--- config.mk ---
export PLATFORM = sky130hd
export DESIGN_NAME = bus_arbiter
export DESIGN_NICKNAME = d
export VERILOG_FILES = /design/src/rtl/bus_arbiter.sv
export SDC_FILE = /design/constraint.sdc
export NUM_CORES = 1
export LEC_CHECK = 0
export BUFFER_PORTS_ARGS = -buffer_cell sky130_fd_sc_hd__buf_2
export CORE_MARGIN = 1
export CORE_UTILIZATION = 41
export CTS_BUF_LIST = sky130_fd_sc_hd__clkbuf_8
export CTS_CLUSTER_DIAMETER = 150
export DETAILED_ROUTE_END_ITERATION = 8
export PLACE_DENSITY = 0.9
export SLEW_MARGIN = 20
export SYNTH_ARGS = -nofsm -noshare
export SYNTH_HDL_FRONTEND = slang
export SYNTH_SLANG_ARGS = --single-unit
--- constraint.sdc ---
create_clock -name clk -period 4.9 [get_ports clk]
set_input_delay 0.98 -clock clk [delete_from_list [all_inputs] [get_ports clk]]
set_output_delay 0.98 -clock clk [all_outputs]
set_load 0.01 [all_outputs]
--- src/rtl/bus_arbiter.sv ---
// bus_arbiter: two-master arbiter for the shared system bus.
//   Master 0 = CPU, master 1 = DMA controller (m1_gnt_ drives the DMA free_ input).
//   Grants one master at a time, with a one-cycle HANDOFF turnaround between owners,
//   and a MAX_HOLD limit on consecutive grant cycles while the other master waits.
//   Optional macro ARB_ROUND_ROBIN_EN: when defined, simultaneous requests are
//   resolved round-robin (the master that was not last wins). When undefined,
//   the CPU wins simultaneous requests unless a forced release is pending.

`ifndef BUS_ADDR_WIDTH
`define BUS_ADDR_WIDTH 16
`endif
`ifndef DATA_WIDTH
`define DATA_WIDTH 16
`endif
`ifndef Read
`define Read 1'b1
`endif
`ifndef Write
`define Write 1'b0
`endif

module bus_arbiter #(
    parameter int ADDR_W   = `BUS_ADDR_WIDTH,
    parameter int DATA_W   = `DATA_WIDTH,
    parameter int MAX_HOLD = 16
) (
    input  logic              clk,
    input  logic              rst_,
    input  logic              m0_req_,
    input  logic [ADDR_W-1:0] m0_addr,
    input  logic [DATA_W-1:0] m0_wdata,
    input  logic              m0_rw_,
    input  logic              m0_cs_,
    output logic              m0_gnt_,
    input  logic              m1_req_,
    input  logic [ADDR_W-1:0] m1_addr,
    input  logic [DATA_W-1:0] m1_wdata,
    input  logic              m1_rw_,
    input  logic              m1_cs_,
    output logic              m1_gnt_,
    output logic [ADDR_W-1:0] bus_addr,
    output logic [DATA_W-1:0] bus_wdata,
    output logic              bus_rw_,
    output logic              bus_cs_,
    output logic              owner,
    output logic              busy
);

    typedef enum logic [1:0] {
        IDLE    = 2'd0,
        GNT0    = 2'd1,
        GNT1    = 2'd2,
        HANDOFF = 2'd3
    } state_t;

    // Last legal hold_cnt value; reaching it with a waiting competitor forces release.
    localparam logic [7:0] HOLD_LAST = 8'(MAX_HOLD - 1);

    state_t     state, state_nxt;
    logic [7:0] hold_cnt, hold_nxt;
    logic       last, last_nxt;
    logic       preempt, preempt_nxt;
    logic       owner_nxt;
    logic       want0, want1;
    logic       pick1, mine, other;

    assign want0 = ~m0_req_;
    assign want1 = ~m1_req_;

    // Grants and busy decode directly from the registered state.
    assign m0_gnt_ = (state != GNT0);
    assign m1_gnt_ = (state != GNT1);
    assign busy    = (state == GNT0) || (state == GNT1);

    // State, hold counter and arbitration history registers.
    always_ff @(posedge clk or negedge rst_) begin
        if (!rst_) begin
            state    <= IDLE;
            hold_cnt <= '0;
            last     <= 1'b1;
            preempt  <= 1'b0;
            owner    <= 1'b0;
        end else begin
            state    <= state_nxt;
            hold_cnt <= hold_nxt;
            last     <= last_nxt;
            preempt  <= preempt_nxt;
            owner    <= owner_nxt;
        end
    end

    // Next-state: arbitrate in IDLE/HANDOFF, enforce release rules while granted.
    always_comb begin
        state_nxt   = state;
        hold_nxt    = hold_cnt;
        last_nxt    = last;
        preempt_nxt = preempt;
        owner_nxt   = owner;
        pick1       = 1'b0;
        mine        = 1'b0;
        other       = 1'b0;

        if (want0 && want1) begin
            if (preempt) begin
                pick1 = ~last;
            end else begin
`ifdef ARB_ROUND_ROBIN_EN
                pick1 = ~last;
`else
                pick1 = 1'b0;
`endif
            end
        end else begin
            pick1 = want1;
        end

        case (state)
            IDLE, HANDOFF: begin
                if (want0 || want1) begin
                    state_nxt   = pick1 ? GNT1 : GNT0;
                    last_nxt    = pick1;
                    owner_nxt   = pick1;
                    hold_nxt    = '0;
                    preempt_nxt = 1'b0;
                end else begin
                    state_nxt = IDLE;
                end
            end
            GNT0, GNT1: begin
                mine  = (state == GNT1) ? want1 : want0;
                other = (state == GNT1) ? want0 : want1;
                if (!mine) begin
                    state_nxt   = HANDOFF;
                    preempt_nxt = 1'b0;
                end else if (other && (hold_cnt == HOLD_LAST)) begin
                    state_nxt   = HANDOFF;
                    preempt_nxt = 1'b1;
                end else if (hold_cnt != HOLD_LAST) begin
                    hold_nxt = hold_cnt + 8'd1;
                end
            end
            default: state_nxt = IDLE;
        endcase
    end

    // Bus mux: route the granted master, park the bus otherwise.
    always_comb begin
        bus_addr  = '0;
        bus_wdata = '0;
        bus_rw_   = `Read;
        bus_cs_   = 1'b1;
        case (state)
            GNT0: begin
                bus_addr  = m0_addr;
                bus_wdata = m0_wdata;
                bus_rw_   = m0_rw_;
                bus_cs_   = m0_cs_;
            end
            GNT1: begin
                bus_addr  = m1_addr;
                bus_wdata = m1_wdata;
                bus_rw_   = m1_rw_;
                bus_cs_   = m1_cs_;
            end
            default: ;
        endcase
    end

    // Both grants must never be asserted together.
    assert property (@(posedge clk) disable iff (!rst_) !(!m0_gnt_ && !m1_gnt_));

endmodule

* After elaboration in Yosys (flattened, before gate mapping) *
Index checks and enable logic that the tools add are counted.

cells by class
  add/sub/neg operators = 1
  equal/unequal tests = 12
  mux-type cells = 22
  bitwise gates (word level) = 3
  reductions and logical operators = 10

operators with widths
  cell                   number
  $pmux W16 S2           2
  $mux W8                4
  $pmux W8 S2            1
  $ne A2 B2 Y1 const B   5
  $add A8 B1 Y8 const B  1
  $eq A8 B4 Y1 const B   1
  $mux W2                4
  $ne A8 B4 Y1 const B   1
  $mux W1                7
  $pmux W1 S2            3
  $eq A2 B2 Y1 const B   2
  $pmux W2 S2            1
  $reduce_and A2 Y1      2
  $reduce_and A4 Y1      1
  $reduce_or A2 Y1       2
  $ne A3 B3 Y1 const B   1
  $not A1 Y1             3
  $eq A2 B1 Y1 const B   1
  $logic_and A1 B1 Y1    2
  $logic_not A2 Y1       1
  $logic_or A1 B1 Y1     2
  $ne A2 B1 Y1 const B   1

word-level totals
  register bits = 13
  bits of input ports = 72
  logic and storage cells = 53

* Longest topological paths before layout *
Gate-level depths: netlist of run 1.

  word-level depth = 6
  mapped depth = 8

* Least setup slack after synthesis of run 1 *
OpenSTA, ideal clock, no wires.

  path kind = register -> output
  from = register state[0]
  to = output bus_addr[0]
  arrival = 1.535 ns
  slack = 2.385 ns
  stages on the path, launching flop included = 7
  path through = dfrtp_1 -> inv_1 -> ha_1 -> clkbuf_1 -> clkbuf_1 -> a22oi_1 -> nor2_1

between the ends
  word-level cells in the longest chain between the ends = 2

RTL lines
  what                                                 line  text
  from (decl)                                          59    state_t state, state_nxt;
  from (signal assigned)                               84    state <= state_nxt;
  $eq A2 B2 Y1 / $eq A2 B1 Y1 (equally long branches)  152   case (state)
  $pmux W16 S2 (*)                                     152
  to (decl)                                            41    output logic [ADDR_W-1:0] bus_addr,

Mark *: on every way between the ends. The rest lies on a longest branch, timed or not.

* Final worst setup path of run 1 *
  from = register state[0]
  to = output busy

between the ends
  word-level cells in the longest chain between the ends = 2

RTL lines
  what                                                 line  text
  $eq A2 B1 Y1 / $eq A2 B2 Y1 (equally long branches)  73    assign busy = (state == GNT0) || (state == GNT1);
  $logic_or A1 B1 Y1 (*)                               73
  to (decl)                                            46    output logic busy

Marked as above.

==> out/metrics.cfg, run 1 <==
[outcome]
outcome = finished, final reports clean

[timing]
rsz0062_at_grt = no
layout_min_cycle_time_ns = 2.77
finalSetupViolations = 0
finalHoldViolCount = 0
finClkSkew_ns = 0.00305
finalCritPeriodShare_pct = 56.5
drv_slew = 0
tns_ns = 0
worst_slew_pin_slew_ns = 0.670
max_freq_mhz = 361
maxSlewHeadroom_pct = 55.4

[finish]
layout-drive-gt1-share_pct = 48.0
post-route-util_pct = 67.6
fillers = 233
multiInputGateArea_um2 = 743
seq_area_um2 = 327
diodes = 0
final_nets = 332
final_cell_area_um2 = 1740
syn_to_final_growth_pct = 50.1
finalNonFillerCells = 286

[global_routing]
grt_usage_pct = 23.0
grt_remaining_overflow = 0
antenna_found_initial = 0
grt_max_degree = 41
grt_pass1_vias = 1237
grt_pass1_wl_um = 5090

[drt]
wl_um = 3750
drt_iter0_drc = 46
drt_first_pass_iters = 4
wire_per_inst_um = 13.1
via_per_inst = 5.47
drc_errors = 0
antenna_left = 0
vias = 1565

[cts]
clock_sinks = 13
ctsHoldBuffers = 0
cts.clk_slew.worst_paths_ns = 0.06
numCtsBuffers = 3
htreeDepth = 1
clk_latency_ns = 0.24
post_cts_resized = 0
tritoncts = built
clockBufferDepth = 2
cts-root-buf = clkbuf_8
post_cts_buffers = 0

[floorplan]
die_y_um = 55.1
start_util_pct = 45.0
rows = 18
dieWidth_um = 55.1
die_area_um2 = 3040
io_pins = 110
placeableCoreArea_um2 = 2570

[synthesis]
synth-seq-cells = 13
netlist_area_um2 = 1160
yosys.cell_count.top_type = nor2_1
synth_largest_area_cell = dfrtp_1
yosys-top-cells-count = 37 x nor2_1, 32 x a22oi_1, 12 x dfrtp_1, 11 x a21oi_1, 11 x clkbuf_1
synth_edf_count = 0
async_reset_ff_share_pct = 100
yosys.cell_types.count = 32
synth_area_leaders = dfrtp_1 26%, a22oi_1 21%, nor2_1 12%
ys.warnings.count = 0
synth_nets = 231
synth_ff_type = dfrtp_1
yosysSeqAreaShare_pct = 28.2
postSynthAreaPerCell_um2 = 7.41
synthCells = 156
yosysTopAreaCellShare_pct = 26.0

[power]
p_seq_share_pct = 15.7
p_per_area_nw_per_um2 = 579
finalPower_w = 0.00100
p_leak_nw = 0.932
pwr-share-clk_pct = 9.3
p_sw_w = 0.000526
intPower_w = 0.000479
irDropWorstVdd_mv = 0.378
swShare_pct = 52.3
pwr-share-comb_pct = 75.0

[worst_setup_path]
cp_max_fo = 40
r2r-end = hold_cnt[5]
reg2reg_from = state[0]
r2r_slack_ns = 2.32
endpoint_kind = output pin
cp.required_ns = 3.92
cp-start-kind = flip-flop
crit_start = state[0]
cp_data_arrival_time_ns = 1.79
endpoint = busy
r2r_cells = 7
path_class = flip-flop to output pin

[placed_design]
hpwl_um = 2860
numPortBuffers = 109
place_inst = 282
gp_congestion = 0.771
post_dp_cell_area_um2 = 1690

[worst_hold_path]
worstHoldPathType = flip-flop to flip-flop
hold_start = last

[job]
maxCapViolCount = 0

[critical path, cell delays in order, from the launching register on]
cell	delay, ns
dfrtp_1	0.37
inv_1	0.06
ha_2	0.76
inv_2	0.17
buf_2	0.19
[kinds of logic after synthesis]
logic type               Yosys count  synth area share [%]
AO/OA/AOI/OAI                     61                  37.9
AND/OR/NAND/NOR                   57                  22.7
buffers and inverters             22                  7.90
flip-flops                        13                  28.2
adder cells (fa/ha/maj)            3                  3.25
[routing by layer]
| metal | GRT usage (%) | up-vias | routed length, µm | part of all wire [%] |
|---|---|---|---|---|
| li1 | - | 770 | - | - |
| met1 | 29.1 | 707 | 1490 | 40 |
| met2 | 38.0 | 82 | 1880 | 50 |
| met3 | 6.28 | 6 | 336 | 9.0 |
| met4 | 6.67 | 0 | 38 | 1.0 |
| met5 | 0 | - | 0 | 0 |
[layout by cell type, fill, tap and decap left out, types with 3 or more instances in the layout]
| cell | n |
|---|---|
| a22oi_1 | 32 |
| or3_1 | 5 |
| dfrtp_1 | 12 |
| buf_2 | 109 |
| nand3_1 | 3 |
| a21oi_1 | 11 |
| inv_1 | 8 |
| nand2_1 | 3 |
| nor2_1 | 37 |
| clkbuf_8 | 3 |
| o21ai_0 | 6 |
[registers in the layout, indices dropped and copies added (netlist names)]
register	flops
hold_cnt	8
state	2
last	1
owner	1
preempt	1
[stage by stage]
stage	setup WS, ns	hold WS [ns]
global route	2.01	0.539
finish	2.13	0.513
detailed placement	1.99	0.504
CTS	1.77	0.513
floorplan	2.38	0.479
global placement	2.05	0.508
[area by class of cell]
class	instances	share of cell area, %
clock buffer	3	2.38
sequential	13	18.8
clock inverter	1	0.216
tap	30	2.16
inverter	8	1.73
timing repair buffer	110	31.9
multi-input combinational	121	42.8
[power by group through the flow]
stage	Clock, W	Sequential (W)	Combinational [W]
after floorplan	0	0.000157	0.000531
after global placement	0	0.000157	0.000738
after detailed placement	0	0.000159	0.000747
after CTS	0.0000940	0.000157	0.000752
after global routing	0.0000996	0.000161	0.000839
final	0.0000933	0.000158	0.000754
[worst min-delay path by stage]
stage                 to  slack [ns]  depth (start not counted)
floorplan           last        0.48                          2
global placement    last        0.51                          2
detailed placement  last        0.50                          2
CTS                 last        0.51                          2
global route        last        0.54                          2
finish              last        0.51                          2
(Power assumes the default switching activity.)
==> run 2, diff against run 1 <==
--- a/config.mk
+++ b/config.mk
@@ -5,13 +5,14 @@
 export SDC_FILE = /design/constraint.sdc
 export NUM_CORES = 1
 export LEC_CHECK = 0
+export ABC_AREA = 1
 export BUFFER_PORTS_ARGS = -buffer_cell sky130_fd_sc_hd__buf_2
 export CORE_MARGIN = 1
-export CORE_UTILIZATION = 41
+export CORE_UTILIZATION = 36
 export CTS_BUF_LIST = sky130_fd_sc_hd__clkbuf_8
 export CTS_CLUSTER_DIAMETER = 150
 export DETAILED_ROUTE_END_ITERATION = 8
-export PLACE_DENSITY = 0.9
+export PLACE_DENSITY = 0.8
 export SLEW_MARGIN = 20
 export SYNTH_ARGS = -nofsm -noshare
 export SYNTH_HDL_FRONTEND = slang
==> constraint.sdc (replaced) <==
create_clock -name clk -period 2.4 [get_ports clk]
set_input_delay 0.48 -clock clk [delete_from_list [all_inputs] [get_ports clk]]
set_output_delay 0.48 -clock clk [all_outputs]
set_load 0.01 [all_outputs]
==> out/metrics.cfg, run 2 <==
[floorplan]
die_y_um = 62.1  ; +13%
io_pins = 110  ; unchanged
die_area_um2 = 3860  ; +27%
rows = 21  ; +3
placeableCoreArea_um2 = 3390  ; +32%
start_util_pct = 38.4  ; -6.7 points
dieWidth_um = 62.1  ; +13%

[timing]
finalHoldViolCount = 0  ; unchanged
finClkSkew_ns = 0.00598  ; +0.00293 ns
tns_ns = 0  ; unchanged
rsz0062_at_grt = no
max_freq_mhz = 462
finalCritPeriodShare_pct = 90.2
drv_slew = 0  ; unchanged
worst_slack_ns = 0.236  ; -1.90 ns
worst_slew_pin_slew_ns = 0.331  ; -0.339 ns
maxSlewHeadroom_pct = 78.0  ; +23 points
finalSetupViolations = 0  ; unchanged
layout_min_cycle_time_ns = 2.16

[synthesis]
netlist_area_um2 = 1300  ; +12%
synth_adder_area_share_pct = 2.89  ; -0.36 points
yosys.cell_count.top_type = nand2_1
yosys-mux-area-fraction_pct = 0  ; unchanged
ys.warnings.count = 0  ; unchanged
synth_top_family_by_area = simple AND/OR/NAND/NOR gates
postSynthAreaPerCell_um2 = 5.78  ; -22%
synth_ff_type = dfrtp_1
yosys.area_share.simple_pct = 43.2  ; +20 points
yosys.cell_types.count = 25  ; -22%
synth-compound-area-share_pct = 17.4  ; -20 points
synthCells = 225  ; +44%
synth-seq-cells = 13  ; unchanged
synth_largest_area_cell = nand2_1
yosysSeqAreaShare_pct = 25.1  ; -3.1 points
yosys-top-cells-count = 111 x nand2_1, 37 x a21oi_1, 14 x nor2_1, 12 x dfrtp_1, 10 x inv_1
synth_nets = 300  ; +30%
synth_area_leaders = nand2_1 32%, dfrtp_1 23%, a21oi_1 14%
async_reset_ff_share_pct = 100  ; unchanged
yosysTopAreaCellShare_pct = 32.1  ; +6.1 points
synthXorXnorAreaFrac_pct = 1.35  ; +1.3 points
synth_edf_count = 0  ; unchanged

[worst_hold_path]
worstHoldPathType = input pin to asynchronous set/reset pin

[placed_design]
gp_congestion = 0.851  ; +10%
dp_slack_ns = 0.318  ; -1.67 ns
hpwl_um = 3290  ; +15%
place_inst = 372  ; +32%
numPortBuffers = 109  ; unchanged

[worst_setup_path]
critical-path-slowest-cell = ha_2
path_buf_inv = 3  ; unchanged
cp_max_fo = 17  ; -57%
crit_chain = inv_1 > ha_2 > buf_4 > a21oi_1 > buf_2
cp_top_family = adder cells
path_class = flip-flop to output pin
cp-start-kind = flip-flop
cp.required_ns = 1.92  ; -2.00 ns
r2r_slack_ns = 0.65  ; -1.67 ns
cp.depth = 5  ; +1
r2r_cells = 9  ; +2
max_stage_delay_ns = 0.52  ; -0.24 ns
cp_data_arrival_time_ns = 1.68  ; -0.11 ns
endpoint_kind = output pin

[finish]
finalNonFillerCells = 376  ; +31%
final_common_cell = nand2_1
syn_to_final_growth_pct = 48.2
largest_reg_flops = 8  ; unchanged
final_nets = 406  ; +22%
final_cell_mix = 111 x nand2_1, 109 x buf_2, 37 x a21oi_1
top_register = hold_cnt
diodes = 0  ; unchanged
layout-drive-gt1-share_pct = 38.8  ; -9.3 points
reg.largest.list = hold_cnt x8, state x2

[cts]
htreeDepth = 1  ; unchanged
cts.clk_slew.worst_paths_ns = 0.06  ; about the same
clk_latency_ns = 0.25  ; about the same
numCtsBuffers = 3  ; unchanged
cts-root-buf = clkbuf_8
clockBufferDepth = 2  ; unchanged
ctsHoldBuffers = 0  ; unchanged
tritoncts = built
clock_sinks = 13  ; unchanged

[drt]
drt_first_pass_iters = 4  ; unchanged
vias = 1769  ; +13%
wire_per_inst_um = 11.2  ; -15%
via_per_inst = 4.70  ; -14%
drt_iter0_drc = 101  ; +120%
antenna_left = 0  ; unchanged
drc_errors = 0  ; unchanged
wl_um = 4200  ; +12%

[global_routing]
antenna_found_initial = 0  ; unchanged
grt_max_degree = 36  ; -12%
grt_remaining_overflow = 0  ; unchanged
grt_usage_pct = 19.4  ; -3.6 points
grt_pass1_wl_um = 5480  ; +7.6%
grt_pass1_vias = 1303  ; +5.3%

[outcome]
outcome = finished, final reports clean

[power]
p_per_area_nw_per_um2 = 1210  ; +110%
irDropWorstVdd_mv = 0.663  ; +75%
p_leak_nw = 1.07  ; +15%

[job]
maxCapViolCount = 0  ; unchanged

[run 2: cell types whose count changed after synthesis, sizes merged, moves of 4 or more]
| cell | before | now |
|---|---|---|
| nor2 | 37 | 16 |
| o21ai | 6 | 2 |
| nand2 | 3 | 113 |
| nand3 | 3 | 9 |
| inv | 8 | 13 |
| a21oi | 13 | 37 |
| clkbuf | 12 | 3 |
| a22oi | 32 | 0 |
| or3 | 5 | 0 |
| buf | 2 | 10 |
[run 2: worst paths after layout]
check / end / start
worst max-delay path: bus_wdata[8] / state[0]
worst min-delay path: hold_cnt[2] / rst_
worst max register to register: hold_cnt[2] / state[0]
worst min register to register: preempt / preempt
max in group asynchronous: last / rst_
min in group clk: preempt / preempt
[run 2: cell type report]
cell class	count	area (µm²)
timing repair buffer	114	596
sequential	13	327
clock inverter	1	3.75
inverter	13	56.3
fill	352	1460
clock buffer	3	41.3
tap	46	57.6
multi-input combinational	186	846
[run 2: what timing repair did]
item	4_1_cts	5_1_grt
resized for setup	0	1
endpoints found under the hold margin	0	0
setup endpoints to repair	0	17
buffers inserted	0	0
[run 2: per-layer routing]
layer	up-vias	global-route usage [%]	share of wire (%)
li1	921	-	-
met1	769	23.0	43
met2	74	35.7	48
met3	5	2.90	7.5
met4	0	5.71	1.1
met5	-	0	0
[run 2: power breakdown]
| part | total [W] | internal [W] | leakage [nW] | switching (W) |
|---|---|---|---|---|
| clock | 0.000198 | 0.000113 | 0.0269 | 0.0000843 |
| combinational | 0.00179 | 0.000664 | 0.877 | 0.00113 |
| sequential | 0.000339 | 0.000290 | 0.168 | 0.0000491 |
| total | 0.00233 | 0.00107 | 1.07 | 0.00126 |
[run 2: metrics by stage]
step	total power, W	util [%]	cell area, µm²	hold WS [ns]
floorplan	0.00157	-	1300	0.184
global placement	0.00209	55.4	1880	0.379
detailed placement	0.00213	55.4	1880	0.387
CTS	0.00233	56.8	1920	0.120
global route	0.00257	56.8	1930	0.137
finish	0.00233	56.8	1930	0.109
[run 2: kinds of logic after synthesis]
logic type | Yosys count
buffers and inverters | 26
and+or+nand+nor | 139
xor gates and xnor gates | 2
DFF | 13
adders and majority gates | 3
AOI/OAI and AO/OA | 42
